[config.mk]
export PLATFORM = sky130hd
export DESIGN_NAME = vr_rr_arbiter
export DESIGN_NICKNAME = d
export VERILOG_FILES = /design/src/rtl/vr_pkg.sv /design/src/rtl/rr_priority_pick.sv /design/src/rtl/vr_rr_arbiter.sv
export SDC_FILE = /design/constraint.sdc
export NUM_CORES = 1
export LEC_CHECK = 0
export CORE_ASPECT_RATIO = 0.6
export CORE_MARGIN = 1
export CORE_UTILIZATION = 37
export DETAILED_ROUTE_END_ITERATION = 6
export GPL_TIMING_DRIVEN = 0
export PLACE_DENSITY = 0.85
export SYNTH_ARGS = -nofsm -noshare
export SYNTH_HDL_FRONTEND = slang
export SYNTH_SLANG_ARGS = --single-unit
[constraint.sdc]
create_clock -name clk -period 5.86 [get_ports clk]
set_clock_uncertainty 0.2 [all_clocks]
set_input_delay 0.879 -clock clk [delete_from_list [all_inputs] [get_ports clk]]
set_output_delay 0.879 -clock clk [all_outputs]
set_load 0.1 [all_outputs]
[src/rtl/vr_pkg.sv]
// Shared helpers for the valid/ready arbiter blocks: index width and one-hot to index encoding.
package vr_pkg;

    localparam int MAX_N = 64;

    function automatic int idxWidth(input int n);
        return (n <= 1) ? 1 : $clog2(n);
    endfunction

    // OR-ing the bit positions is exact for a one-hot (or zero) vector of any width up to MAX_N.
    function automatic int unsigned onehotToIdx(input logic [MAX_N-1:0] oh);
        int unsigned idx;
        idx = 0;
        for (int i = 0; i < MAX_N; i++) begin
            if (oh[i]) begin
                idx = idx | int'(i);
            end
        end
        return idx;
    endfunction

endpackage

[src/rtl/rr_priority_pick.sv]
// Combinational rotating-priority pick: first request at or above the pointer, wrapping to 0.
module rr_priority_pick
    import vr_pkg::*;
#(
    parameter int N     = 8,
    parameter int IDX_W = 3
) (
    input  logic [N-1:0]     i_req,
    input  logic [IDX_W-1:0] i_ptr,
    output logic [N-1:0]     o_grant,
    output logic [IDX_W-1:0] o_idx,
    output logic             o_any
);

    logic [N-1:0] w_grant;
    logic         w_found;

    always_comb begin
        w_grant = '0;
        w_found = 1'b0;
        for (int off = 0; off < N; off++) begin
            if (!w_found && i_req[(int'(i_ptr) + off) % N]) begin
                w_grant[(int'(i_ptr) + off) % N] = 1'b1;
                w_found = 1'b1;
            end
        end
    end

    assign o_grant = w_grant;
    assign o_any   = w_found;
    assign o_idx   = IDX_W'(onehotToIdx(MAX_N'(w_grant)));

endmodule

[src/rtl/vr_rr_arbiter.sv]
// Round-robin valid/ready arbiter with a registered output stage.
// Defining VR_ARB_LOCK_EN adds i_last and holds the grant on one requester until its last beat.
module vr_rr_arbiter
    import vr_pkg::*;
#(
    parameter  int MERGE_N = 8,
    parameter  int DATA_W  = 32,
    localparam int IDX_W   = idxWidth(MERGE_N)
) (
    input  logic                        clk,
    input  logic                        rst,
    input  logic [MERGE_N-1:0]          i_en,
    input  logic [MERGE_N-1:0]          i_valid,
`ifdef VR_ARB_LOCK_EN
    input  logic [MERGE_N-1:0]          i_last,
`endif
    input  logic [MERGE_N*DATA_W-1:0]   i_data,
    output logic [MERGE_N-1:0]          o_ready,
    output logic                        o_valid,
    output logic [DATA_W-1:0]           o_data,
    output logic [IDX_W-1:0]            o_src,
    input  logic                        i_ready
);

    logic [MERGE_N-1:0] w_req;
    logic [MERGE_N-1:0] w_grant;
    logic [MERGE_N-1:0] w_elig;
    logic [IDX_W-1:0]   w_idx;
    logic [IDX_W-1:0]   w_nextPtr;
    logic               w_any;
    logic               w_load;
    logic               w_xfer;

    logic [IDX_W-1:0]   r_ptr;
    logic               r_valid;
    logic [DATA_W-1:0]  r_data;
    logic [IDX_W-1:0]   r_src;

`ifdef VR_ARB_LOCK_EN
    logic               r_lock;
    logic [IDX_W-1:0]   r_lockIdx;
    logic               w_lockHeld;

    // A lock only holds while its owner stays enabled; dropping i_en releases it at once.
    assign w_lockHeld = r_lock & i_en[r_lockIdx];
    assign w_elig     = w_lockHeld ? (MERGE_N'(1) << r_lockIdx) : '1;
`else
    assign w_elig     = '1;
`endif

    assign w_req = i_valid & i_en & w_elig;

    rr_priority_pick #(
        .N     (MERGE_N),
        .IDX_W (IDX_W)
    ) u_pick (
        .i_req   (w_req),
        .i_ptr   (r_ptr),
        .o_grant (w_grant),
        .o_idx   (w_idx),
        .o_any   (w_any)
    );

    assign w_load    = ~r_valid | i_ready;
    assign w_xfer    = w_load & w_any & ~rst;
    assign w_nextPtr = (w_idx == IDX_W'(MERGE_N - 1)) ? '0 : w_idx + 1'b1;
    assign o_ready   = w_xfer ? w_grant : '0;

    always_ff @(posedge clk) begin
        if (rst) begin
            r_ptr     <= '0;
            r_valid   <= 1'b0;
            r_data    <= '0;
            r_src     <= '0;
`ifdef VR_ARB_LOCK_EN
            r_lock    <= 1'b0;
            r_lockIdx <= '0;
`endif
        end else if (w_xfer) begin
            r_valid <= 1'b1;
            r_data  <= i_data[int'(w_idx)*DATA_W +: DATA_W];
            r_src   <= w_idx;
`ifdef VR_ARB_LOCK_EN
            if (i_last[w_idx]) begin
                r_lock <= 1'b0;
                r_ptr  <= w_nextPtr;
            end else begin
                r_lock    <= 1'b1;
                r_lockIdx <= w_idx;
            end
`else
            r_ptr   <= w_nextPtr;
`endif
        end else begin
            if (i_ready) begin
                r_valid <= 1'b0;
            end
`ifdef VR_ARB_LOCK_EN
            if (!w_lockHeld) begin
                r_lock <= 1'b0;
            end
`endif
        end
    end

    assign o_valid = r_valid;
    assign o_data  = r_data;
    assign o_src   = r_src;

endmodule

### Word level (Yosys, flattened, before mapping)

Index checks and enable logic that the tools add are counted.

* register bits: 39
* input port bits: 275
* logic and storage cells: 146

* add/sub/neg operators: 8
* order comparisons: 16
* equal/unequal tests: 1
* shift-type cells: 1
* muxes and demuxes: 66
* bitwise operators: 20
* reductions and logical operators: 30

Operators by type and width (number)
* indexed part select 256 x 9 -> 32 bit: 1
* two-way mux 8 bit: 9
* bitwise OR 8 bit: 7
* < comparator 4 x 5 -> 1 bit (second input constant): 7
* two-way mux 1 bit: 34
* greater-or-equal comparator 4 x 1 -> 1 bit (second input constant): 7
* binary-select mux 1 bit (select 3 bit): 8
* demux 1 bit (select 3 bit): 8
* OR reduction 3 bit: 7
* logical AND 1 bit: 15
* two-way mux 3 bit: 5
* adder 3 bit (second input constant): 4
* bitwise AND 8 bit: 1
* bitwise AND 1 bit (first input constant): 7
* zero test 1 bit: 7
* adder 3 x 1 -> 3 bit (second input constant): 2
* adder 3 x 2 -> 3 bit (second input constant): 2
* < comparator 3 x 4 -> 1 bit (second input constant): 1
* two-way mux 2 bit: 2
* == test 3 bit (second input constant): 1
* greater-or-equal comparator 3 x 1 -> 1 bit (second input constant): 1
* bitwise AND 1 bit: 2
* inverter 1 bit: 2
* nonzero test 2 bit: 1
* bitwise OR 1 bit: 1

### Depth between registers and ports, before layout

Gate-level depths: netlist of the first run.

* depth in word-level cells: 35
* depth in mapped cells: 23
* gate-level depth less buffers: 16

### By module

From an unflattened synthesis of the first run, not the netlist that was laid out.

* cells, all modules: 587
* area total of the unflattened synthesis: 5272.6 um2

By module, submodules not included
* vr_rr_arbiter: times used 1, cells an instance 415, area each 3743.6 um2, sequential area each 780.7 um2
* rr_priority_pick: times used 1, cells an instance 172, area each 1529.0 um2, sequential area each 0.0 um2

### Least setup slack after synthesis of the first run

OpenSTA, ideal clock, no wires.

* path kind: register -> output
* start: register r_ptr[0]
* end: output port o_ready[1]
* arrival time: 4334 ps
* data required time: 4781 ps
* slack: 447 ps
* stages on the path, launching flop included: 14
* buffers on the path: 4
* cells stage by stage: dfxtp_1 -> buf_4 -> buf_4 -> buf_6 -> inv_1 -> ha_1 -> xnor2_1 -> mux4_2 -> nand4b_4 -> buf_6 -> nor3_1 -> and3_1 -> nor2_1 -> a21oi_1

* cells in the longest elaborated chain, start to end: 27
* elaborated cells on any way between the ends: 124
* classes of those cells: add/sub: 7; order compare: 16; mux: 56; bitwise: 16; reduce/logical: 29

RTL lines
* start, declared: line vr_rr_arbiter.sv:34 `logic [IDX_W-1:0] r_ptr;`
* start signal, assigned: line vr_rr_arbiter.sv:92 `r_ptr <= w_nextPtr;`
* parallel branches: the longest is 26 deep, another holds < comparator 4 x 5 -> 1 bit
* two-way mux 8 bit (*): line vr_rr_arbiter.sv:67 `assign o_ready = w_xfer ? w_grant : '0;`
* end, declared: line vr_rr_arbiter.sv:18 `output logic [MERGE_N-1:0] o_ready,`

Mark *: on every way between the ends. The select of a mux whose other input is x is not followed.

### Worst setup path in the final report of the first run

* start: input port i_en[3]
* end: register r_data[17], in the netlist o_data[17]

* cells in the longest elaborated chain, start to end: 33
* elaborated cells on any way between the ends: 71
* classes of those cells: shift: 1; mux: 46; bitwise: 10; reduce/logical: 14

RTL lines
* start, declared: line vr_rr_arbiter.sv:12 `input logic [MERGE_N-1:0] i_en,`
* bitwise AND 8 bit (*): line vr_rr_arbiter.sv:51 `assign w_req = i_valid & i_en & w_elig;`
* binary-select mux 1 bit (select 3 bit): line rr_priority_pick.sv:22 `if (!w_found && i_req[(int'(i_ptr) + off) % N]) begin`
* two-way mux 1 bit (not written as such): line rr_priority_pick.sv:22
* two-way mux 1 bit: line rr_priority_pick.sv:22
* zero test 1 bit: line rr_priority_pick.sv:22
* logical AND 1 bit: line rr_priority_pick.sv:22
* two-way mux 1 bit: line rr_priority_pick.sv:22
* zero test 1 bit: line rr_priority_pick.sv:22
* [... 13 more ...]
* two-way mux 1 bit: line rr_priority_pick.sv:22
* zero test 1 bit: line rr_priority_pick.sv:22
* logical AND 1 bit: line rr_priority_pick.sv:22
* two-way mux 8 bit: line rr_priority_pick.sv:22
* two-way mux 1 bit: line vr_pkg.sv:15 `if (oh[i]) begin`
* two-way mux 2 bit (2 in series): line vr_pkg.sv:15
* two-way mux 3 bit (4 in series): line vr_pkg.sv:15
* indexed part select 256 x 9 -> 32 bit: line vr_rr_arbiter.sv:81 `r_data <= i_data[int'(w_idx)*DATA_W +: DATA_W];`
* end signal, assigned: line vr_rr_arbiter.sv:81
* end, declared: line vr_rr_arbiter.sv:36 `logic [DATA_W-1:0] r_data;`

Mark *: on every way between the ends. The rest lies on a longest branch, timed or not. The select of a mux whose other input is x is not followed.
A chain may end at the register's enable or synchronous reset.

==> results of run 1 <==
==> critical path, delay by kind of cell <==
family	cells	cell delay (ps)
muxes	1	630
and+or+nand+nor	6	1730
buffers and inverters	4	1670
AOI/OAI and AO/OA	3	750
==> flip-flops by register name, indices dropped and copies added (netlist names) <==
signal,cells
o_data,32
o_valid,1
r_ptr,3
o_src,3
==> final timing paths <==
check                       endpoint  cells after the start
max          o_data[17]$_SDFFE_PP0P_                     14
min            o_src[2]$_SDFFE_PP0P_                      2
max reg2reg  o_data[17]$_SDFFE_PP0P_                     17
min reg2reg    o_src[2]$_SDFFE_PP0P_                      2
==> cell type report <==
type / instances / area, sq um
plain buffers: 55 / 293
clock buffers: 7 / 133
clock inverters: 1 / 5.00
fillers: 1062 / 3970
inverters: 11 / 41.3
multi-input cells: 558 / 3680
flip-flops and latches: 39 / 781
well taps: 165 / 206
repair buffers: 318 / 3190
==> routing by layer <==
layer	wire length, um	share of wire [%]	track usage [%]	up-vias
met5	0	0	0	-
met4	451	1.8	6.19	0
met3	3360	14	12.6	35
met2	10800	44	55.9	487
met1	10200	41	47.5	3189
li1	-	-	-	3132
==> report_power, final <==
group	internal, mW	leakage [nW]	switching, mW	total [mW]
sequential	0.398	0.325	0.0609	0.459
clock	0.158	0.0679	0.118	0.276
combinational	1.86	3.01	3.62	5.48
==> synthesized netlist by cell type, types with 2 or more instances <==
cell type  count  area [sq um]
mux4_2         5           113
and2_1         5          31.3
nand2_1      134           503
mux2i_1       79           791
nand4b_1       5          43.8
buf_1          4          15.0
inv_1          9          33.8
a211oi_1       4          30.0
and4_1         2          17.5
o21a_1         2          15.0
o21ai_0       43           215
o22ai_1        4          25.0
xor2_1         2          17.5
o21ai_1       12          60.1
a32oi_1        2          17.5
a21oi_1       48           240
nand4_2        2          25.0
nand3_1       50           250
a31oi_1        8          50.1
nor2b_1        5          31.3
or3_1          3          18.8
nor3_1         8          40.0
clkbuf_1      24          90.1
nand4_1        7          43.8
buf_4          9          67.6
nand4bb_1      3          33.8
buf_6          4          45.0
o221ai_1      20           175
nor3b_1        5          37.5
dfxtp_1       39           781
a211o_1       16           140
o2111ai_1      9          78.8
nor4bb_1       2          20.0
buf_2         14          70.1
nand3b_1       3          22.5
ha_1           8           100
nor4_1         3          18.8
nor2_1        17          63.8
a21o_1        18           135
==> cell families after synthesis <==
| family | after synthesis |
|---|---|
| buf+inv | 66 |
| fa+ha+maj | 8 |
| compound gates | 199 |
| flops | 39 |
| simple gates | 261 |
| mux | 86 |
| xor+xnor | 4 |
==> through the flow <==
| stage | std cells | util, % | hold WS (ps) | area [sq um] |
|---|---|---|---|---|
| after floorplan | 663 | - | 532 | 4760 |
| after global placement | 1146 | 66.3 | 233 | 8150 |
| after CTS | 1154 | 67.6 | 253 | 8310 |
| final | 1154 | 67.8 | 247 | 8330 |
| after detailed placement | 1146 | 66.3 | 243 | 8150 |
| after global routing | 1154 | 67.8 | 283 | 8330 |
==> reports/metrics.csv, run 1 <==
stage,metric,value,unit
layout,area grow syn2layout,74.8,%
logic_synthesis,"flops & latches, synth",39,
global_route,gr ovfl total,0,
logic_synthesis,ys flop type,dfxtp_1,
critical_path,most frequent CP cell,clkbuf_1,
clocking,TritonCTS Buffers,5,
hold_path,hold path start,o_src[2]$_SDFFE_PP0P_,
power,total power,6.22,mW
hold_path,Hold Path Class,flip-flop to flip-flop,
logic_synthesis,Post-synth EDFFs,0,
power,peak supply drop,0.453,mV
critical_path,crit end category,flip-flop,
sta,final hold violation count,0,
layout,layout cells sized above 1,6.37,%
global_route,GRT Resource Usage Total,35.8,%
logic_synthesis,Syn Inst Count,663,
clocking,PostCTS Resize Cnt,26,
place,Post-DP HPWL,20.4,mm
critical_path,kind of critical path,input port to flip-flop,
logic_synthesis,post-synthesis simple-gate area fraction,26.6,%
clocking,htree depth,2,
logic_synthesis,sequential element share of the synthesized area,16.4,%
floorplan,I/O pin count,319,
logic_synthesis,Synth Area in Compound Gates,27.4,%
clocking,CTS Hold Bufs,0,
critical_path,reg2reg start,r_ptr[0]$_SDFFE_PP0P_,
layout,nets,1271,
place,Final Wtd Congestion,1.04,
global_route,largest net degree at the start of global routing,12,
logic_synthesis,Mapped Nets,946,
logic_synthesis,post-synthesis mux area share,19.7,%
global_route,vias in the first global route,6335,
floorplan,Die Span X,149,um
critical_path,CP required,5850,ps
logic_synthesis,Synth Cell Area,0.00476,sq mm
clocking,root buf cell,clkbuf_16,
layout,Ant. Diodes,0,
sta,max-slew violation count,0,
clocking,clock slew at reported path FFs,70,ps
sta,final worst slack,169,ps
critical_path,crit-path max FO,10,
drt,Routed Antenna Nets,0,
floorplan,core box area,0.0123,sq mm
status,status,"finished, final reports clean",
floorplan,Rows,31,
clocking,CTS tree,yes,
sta,minimum clock period,5690,ps
logic_synthesis,XOR/XNOR Fraction of Synth Area,0.893,%
drt,Post-Route WL,24.8,mm
global_route,antenna violations before repair,0,
sta,Worst-Margin Slew,1050,ps
sta,period utilization,97.1,%
logic_synthesis,largest family of logic cells by synthesized area,compound AO/OA/AOI/OAI gates,
critical_path,crit-path max cell delay,630,ps
global_route,first-pass GRT wire length,36.5,mm
power,pwr dens,746,mW/mm^2
drt,wire length per cell,21.5,um
critical_path,Worst setup SP type,input port,
drt,DRC,0,
logic_synthesis,synth warn,0,
sta,RSZ-0062 raised after global routing,false,
logic_synthesis,syn_area_per_cell,7.19,sq um
floorplan,die height,89.9,um
clocking,Sink Count,39,
critical_path,critical path cell sequence,clkdlybuf4s50_1 > nand3b_1 > and2_1 > mux4_2 > o2111a_1 > a32oi_1 > and4_1 > nor4bb_1 > nor2b_1 > clkbuf_1 > buf_2 > clkbuf_1 > nand3_1 > a21o_1,
sta,Slew HR,29.5,%
sta,final setup fails,0,
flow_run,Max Cap Viol,0,
logic_synthesis,Post-Synth Adder-Cell Area,2.10,%
place,post-place setup slack,-620,ps
clocking,"Clk Latency, worst-skew pair",280,ps
critical_path,WP data arrival,5680,ps
layout,most frequent cells in the layout,"clkdlybuf4s50_1 (310), nand2_1 (134), mux2i_1 (79), nand3_1 (50), a21oi_1 (48)",
drt,DR iter-0 viols,702,
clocking,Max clock buf depth,2,
logic_synthesis,synth unique cells,65,
logic_synthesis,"Async S/R FF share, synth",0,%
critical_path,CP startpoint,i_en[3],
drt,via count,6843,
critical_path,R2R setup slack,250,ps
power,leak pwr,3.40,nW
drt,drt pass-1 iters,5,
drt,vias per cell,5.93,
floorplan,die area,0.0134,sq mm
critical_path,CP max-delay cell,mux4_2,
floorplan,Initial Util,38.8,%
sta,setup TNS,0,ps
sta,fmax,176,MHz
clocking,postcts setup bufs,0,
layout,"commonest non-fill, non-tap cell in the layout",clkdlybuf4s50_1,
place,IO buf count,318,
Power figures use the tool's default switching activity.
==> run 2: changes to the inputs <==
- CORE_MARGIN: 1 -> 2
- SKIP_CTS_REPAIR_TIMING: default -> 1
==> reports/metrics.csv, run 2 (synthesis results as in run 1) <==
stage,metric,value,unit,change
critical_path,worst path bufs/invs,7,,+3
sta,max-slew violation count,0,,unchanged
drt,WL met3,3.17,mm,-5.8%
floorplan,Rows,32,,+3.2%
clocking,CTS tree,yes,,
sta,fmax,175,MHz,-0.13%
drt,metal1 wirelength,10.7,mm,+5.3%
global_route,gr ovfl total,0,,unchanged
place,Post-DP HPWL,20.7,mm,+1.7%
sta,period utilization,97.2,%,+0.13 points
critical_path,crit-path max cell delay,630,ps,about the same
floorplan,core box area,0.0127,sq mm,+3.2%
drt,drt pass-1 iters,5,,unchanged
drt,Top Metal Used,met4,,
hold_path,hold path start,o_src[2]$_SDFFE_PP0P_,,
critical_path,R2R setup slack,230,ps,-20 ps
critical_path,kind of critical path,flip-flop to primary output,,
global_route,antenna violations before repair,0,,unchanged
sta,final setup fails,0,,unchanged
power,internal power,2.42,mW,about the same
floorplan,Initial Util,37.5,%,-1.2 points
critical_path,worst r2r path cells,19,,+2
place,IO buf count,318,,unchanged
sta,WHS,264,ps,+17.5 ps
drt,via count,6802,,-0.60%
power,sw frac,60.8,%,-0.32 points
power,Comb pwr share,88.0,%,-0.2 points
clocking,"Clk Latency, worst-skew pair",290,ps,about the same
hold_path,hold worst-path end,o_src[2]$_SDFFE_PP0P_,,
place,Placed Instances,1151,,+0.44%
global_route,largest net degree at the start of global routing,12,,unchanged
status,status,"finished, final reports clean",,
flow_run,Max Cap Viol,0,,unchanged
power,Net Switching,3.75,mW,-1.4%
layout,max reg flops,32,,unchanged
critical_path,CP max-delay cell,mux4_2,,
place,placed cell area,0.00816,sq mm,about the same
layout,Non-Filler Instances,1158,,+0.35%
clocking,Max clock buf depth,2,,unchanged
power,leak pwr,3.41,nW,+0.34%
drt,DR iter-0 viols,655,,-6.7%
layout,layout cells sized above 1,6.58,%,+0.21 points
layout,Final Util,65.4,%,-2.4 points
sta,minimum clock period,5700,ps,+7.59 ps
drt,vias per cell,5.87,,-0.94%
clocking,TritonCTS Buffers,5,,unchanged
floorplan,Die Span X,151,um,+1.3%
power,Clk pwr share,4.5,%,about the same
power,pwr dens,743,mW/mm^2,-0.44%
drt,Routed Antenna Nets,0,,unchanged
critical_path,reg2reg start,r_ptr[0]$_SDFFE_PP0P_,,
layout,most frequent cells in the layout,"clkdlybuf4s50_1 (310), nand2_1 (134), mux2i_1 (79), nand3_1 (50), a21oi_1 (48)",,
sta,Worst-Margin Slew,1080,ps,+25.7 ps
clocking,Sink Count,39,,unchanged
floorplan,die area,0.0138,sq mm,+3.6%
clocking,htree depth,2,,unchanged
layout,Ant. Diodes,0,,unchanged
clocking,root buf cell,clkbuf_16,,
global_route,GRT Resource Usage Total,34.1,%,-1.7 points
sta,Slew HR,27.8,%,-1.7 points
sta,setup TNS,0,ps,unchanged
critical_path,WP data arrival,4620,ps,-1060 ps
layout,post-route cell area,0.00830,sq mm,-0.41%
critical_path,CP required,4780,ps,-1070 ps
clocking,clock slew at reported path FFs,60,ps,about the same
hold_path,worst hold stages,2,,unchanged
global_route,vias in the first global route,6257,,-1.2%
sta,final hold violation count,0,,unchanged
critical_path,reg-to-reg endpoint,o_data[9]$_SDFFE_PP0P_,,
power,sequential power share,7.5,%,about the same
critical_path,CP top delay family,buffers and inverters,,
hold_path,Hold Path Class,flip-flop to flip-flop,,
critical_path,Worst setup SP type,flip-flop,,
drt,DRC,0,,unchanged
layout,area grow syn2layout,74.1,%,
floorplan,die height,91.9,um,+2.2%
global_route,first-pass GRT wire length,35.7,mm,-2.2%
drt,wire length per cell,21.6,um,+0.59%
critical_path,crit end category,primary output,,
critical_path,crit-path max FO,10,,unchanged
drt,routed wl met2,10.5,mm,-2.8%
critical_path,critical path cell sequence,buf_4 > buf_4 > buf_6 > inv_1 > ha_1 > xnor2_2 > mux4_2 > nand4b_4 > buf_6 > nor3_2 > a211o_1 > clkbuf_2 > a21oi_1 > clkbuf_2,,
drt,Post-Route WL,25.1,mm,+0.94%
layout,"commonest non-fill, non-tap cell in the layout",clkdlybuf4s50_1,,
layout,nets,1271,,unchanged
floorplan,I/O pin count,319,,unchanged
place,Final Wtd Congestion,1.02,,-1.4%
power,peak supply drop,0.398,mV,-12%
[run 2: metrics by stage]
step / power [mW] / setup slack (ps)
floorplan: 4.27 / 447
global route: 6.50 / -2.99
finish: 6.16 / 161
global placement: 5.75 / -705
CTS: 6.05 / -925
detailed placement: 5.75 / -588
[run 2: worst min-delay path, delay by kind of cell, from the launching register on]
family,cells,cell delay (ps)
DFF,1,310
and+or+nand+nor,2,110
[run 2: area by class of cell]
| cell class | count | area (sq um) |
|---|---|---|
| buffer | 55 | 293 |
| multi-input combinational | 558 | 3680 |
| fill | 1130 | 4400 |
| sequential | 39 | 781 |
| timing repair buffer | 318 | 3140 |
| clock inverter | 1 | 5.00 |
| tap | 170 | 213 |
| inverter | 11 | 41.3 |
| clock buffer | 6 | 139 |
[run 2: power groups by stage]
stage                     Sequential [mW]  Combinational, mW  Clock [mW]
final                               0.461               5.42       0.279
after global routing                0.471               5.74       0.291
after CTS                           0.459               5.31       0.285
after detailed placement            0.463               5.29           0
after global placement              0.461               5.29           0
after floorplan                      1.15               3.12           0
[run 2: layer usage]
layer	vias to the layer above	track usage, %
met1	3191	47.7
li1	3127	-
met4	0	8.41
met2	439	50.6
met5	-	0
met3	45	10.6
[run 2: worst max path at each step]
stage                     slack, ps  cells past startpoint                       to             startpoint
final                           160                     14               o_ready[6]  r_ptr[0]$_SDFFE_PP0P_
after global routing             -3                     19  o_data[25]$_SDFFE_PP0P_  r_ptr[0]$_SDFFE_PP0P_
after CTS                      -930                     12               o_ready[2]  r_ptr[1]$_SDFFE_PP0P_
after detailed placement       -590                     12               o_ready[6]  r_ptr[1]$_SDFFE_PP0P_
after global placement         -700                     12               o_ready[2]  r_ptr[1]$_SDFFE_PP0P_
after floorplan                 450                     13               o_ready[1]  r_ptr[0]$_SDFFE_PP0P_
==> RTL edit, RTL diff (flow settings as in run 1) <==
Change the parameter `DATA_W` from 32 to 24.
--- a/src/rtl/vr_rr_arbiter.sv
+++ b/src/rtl/vr_rr_arbiter.sv
@@ -4,7 +4,7 @@
     import vr_pkg::*;
 #(
     parameter  int MERGE_N = 8,
-    parameter  int DATA_W  = 32,
+    parameter  int DATA_W  = 24,
     localparam int IDX_W   = idxWidth(MERGE_N)
 ) (
     input  logic                        clk,
Interface: changed (resized i_data and o_data); port bits go from 319 to 247. The function was not compared with the original's and may differ.
==> RTL edit against run 1 <==
Sequential share of layout area fell by 0.66 points. Final area fell by 14%. Synthesized area fell by 11%. Setup slack improved by 0.029 ns. Sequential cell count fell by 8. Global-route usage rose by 0.22 points. Count of clock-buffer cells in the layout fell by 1. Routed wire length fell by 11%. Critical path type is now reg2out. Critical endpoint is now o_ready[3].
Power is not shown: default switching activity piles up to over one toggle a cycle in this logic, so the estimate is an artifact.
==> RTL edit: results (changes against run 1) <==
Routing
The total length of routed met3 wires came to 2.961 mm (-12%). The final routed wirelength across all metal layers is 22.18 mm (-11%). The post-detailed-route via-to-cell ratio is 6.362 (+7.3%).

The detailed-routed wire length on met2 came to 9.745 mm (-9.8%). The routed metal-1 wirelength is 8.612 mm (-16%).

Min path
The end point of the most critical hold path is o_data[5]. The launch point of the worst hold path is o_data[5].

Synth
Sorting the synthesized cells by area gives the leading types as sky130_fd_sc_hd__mux2i_1, sky130_fd_sc_hd__dfxtp_1, sky130_fd_sc_hd__nand2_1. The sequential element share of the synthesized area is 14.56% (-1.8 points). The mean instance size in the synthesized netlist came to 8.164 um2 (+14%). The count of state elements after synthesis is 31 (-21%). The area share of fa/ha/maj cells after synthesis is 2.055% (-0.046 points). The number of library cell types mapped by synthesis is 58 (-11%). After synthesis, the most frequently instantiated cells are sky130_fd_sc_hd__mux2i_1, sky130_fd_sc_hd__nand2_1, sky130_fd_sc_hd__nand3_1, sky130_fd_sc_hd__dfxtp_1, sky130_fd_sc_hd__nor2_1. The post-synthesis xor/xnor area fraction is 1.028% (+0.13 points).

Place
The placer congestion estimate is 0.9853 (-5.2%). The number of input and output port buffers inserted is 246 (-23%). The half-perimeter wire length after placement is 17.79 mm (-13%). The minimum setup slack after placement was -1.746 ns (-1.126 ns). The instance area after placement came to 6909 um2 (-15%). The placed instance count is 907 (-21%).

Global routing
The met1 track demand over resource in global routing is 44.07% (-3.4 points). The met3 usage in global routing is 13.88% (+1.2 points). The via count of the first global-routing pass is 5,625 (-11%). The total routing usage reported by global routing is 35.99% (+0.22 points).

The met2 track demand over resource is 56.23% (+0.35 points).

Finish
The count of clock-net buffers in the final layout is 6 (-1). The total non-filler cell area in the finished layout is 7123 um2 (-14%). The multi-input combinational gate total is 441 (-21%). The footprint of the flip-flops and latches is 620.6 um2 (-21%). The fraction of final layout cells sized beyond drive strength 1 was 12.20% (+5.8 points).

The fraction of area in clock buffers and inverters came to 2.020% (+0.37 points). The number of flip-flops under the largest register name came to 24 (-25%). The non-clock buffer instance count of the final layout came to 292 (-22%).

The filler cell count came to 902 (-15%).

Clocking
The clock-pin slew on the worst setup and hold paths was 0.05 ns (-0.02 ns).

Critical path
The endpoint identified for the worst register-to-register timing path is o_data[20]. The capturing instance or port of the critical path is o_ready[3]. Tracing the worst setup path back leads to its startpoint at r_ptr[0].

The worst-case reg-to-reg path depth is 18 (+1).

Timing
The worst hold slack is 0.2569 ns (+0.01004 ns). The relative slew slack is 31.26% (+1.7 points).

Outcome
The run finished with clean final reports.
## RTL edit: worst max-delay path: stages, from the launching register on
cell and delay (ns):
sky130_fd_sc_hd__dfxtp_1 0.45, sky130_fd_sc_hd__buf_4 0.21, sky130_fd_sc_hd__buf_4 0.17, sky130_fd_sc_hd__buf_2 0.29, sky130_fd_sc_hd__clkinvlp_4 0.19, sky130_fd_sc_hd__ha_1 0.34
sky130_fd_sc_hd__clkbuf_2 0.24, sky130_fd_sc_hd__mux4_2 0.50, sky130_fd_sc_hd__nand4_1 0.22, sky130_fd_sc_hd__o31ai_4 0.40, sky130_fd_sc_hd__clkbuf_4 0.31, sky130_fd_sc_hd__clkbuf_2 0.28
sky130_fd_sc_hd__clkbuf_4 0.29, sky130_fd_sc_hd__a21oi_2 0.06, sky130_fd_sc_hd__buf_2 0.32
## RTL edit: timing repair
item	4_1_cts	5_1_grt
endpoints found under the hold margin	0	0
gates resized for setup	49	10
buffers inserted	1	4
setup endpoints to repair	31	26
pin swaps	1	3
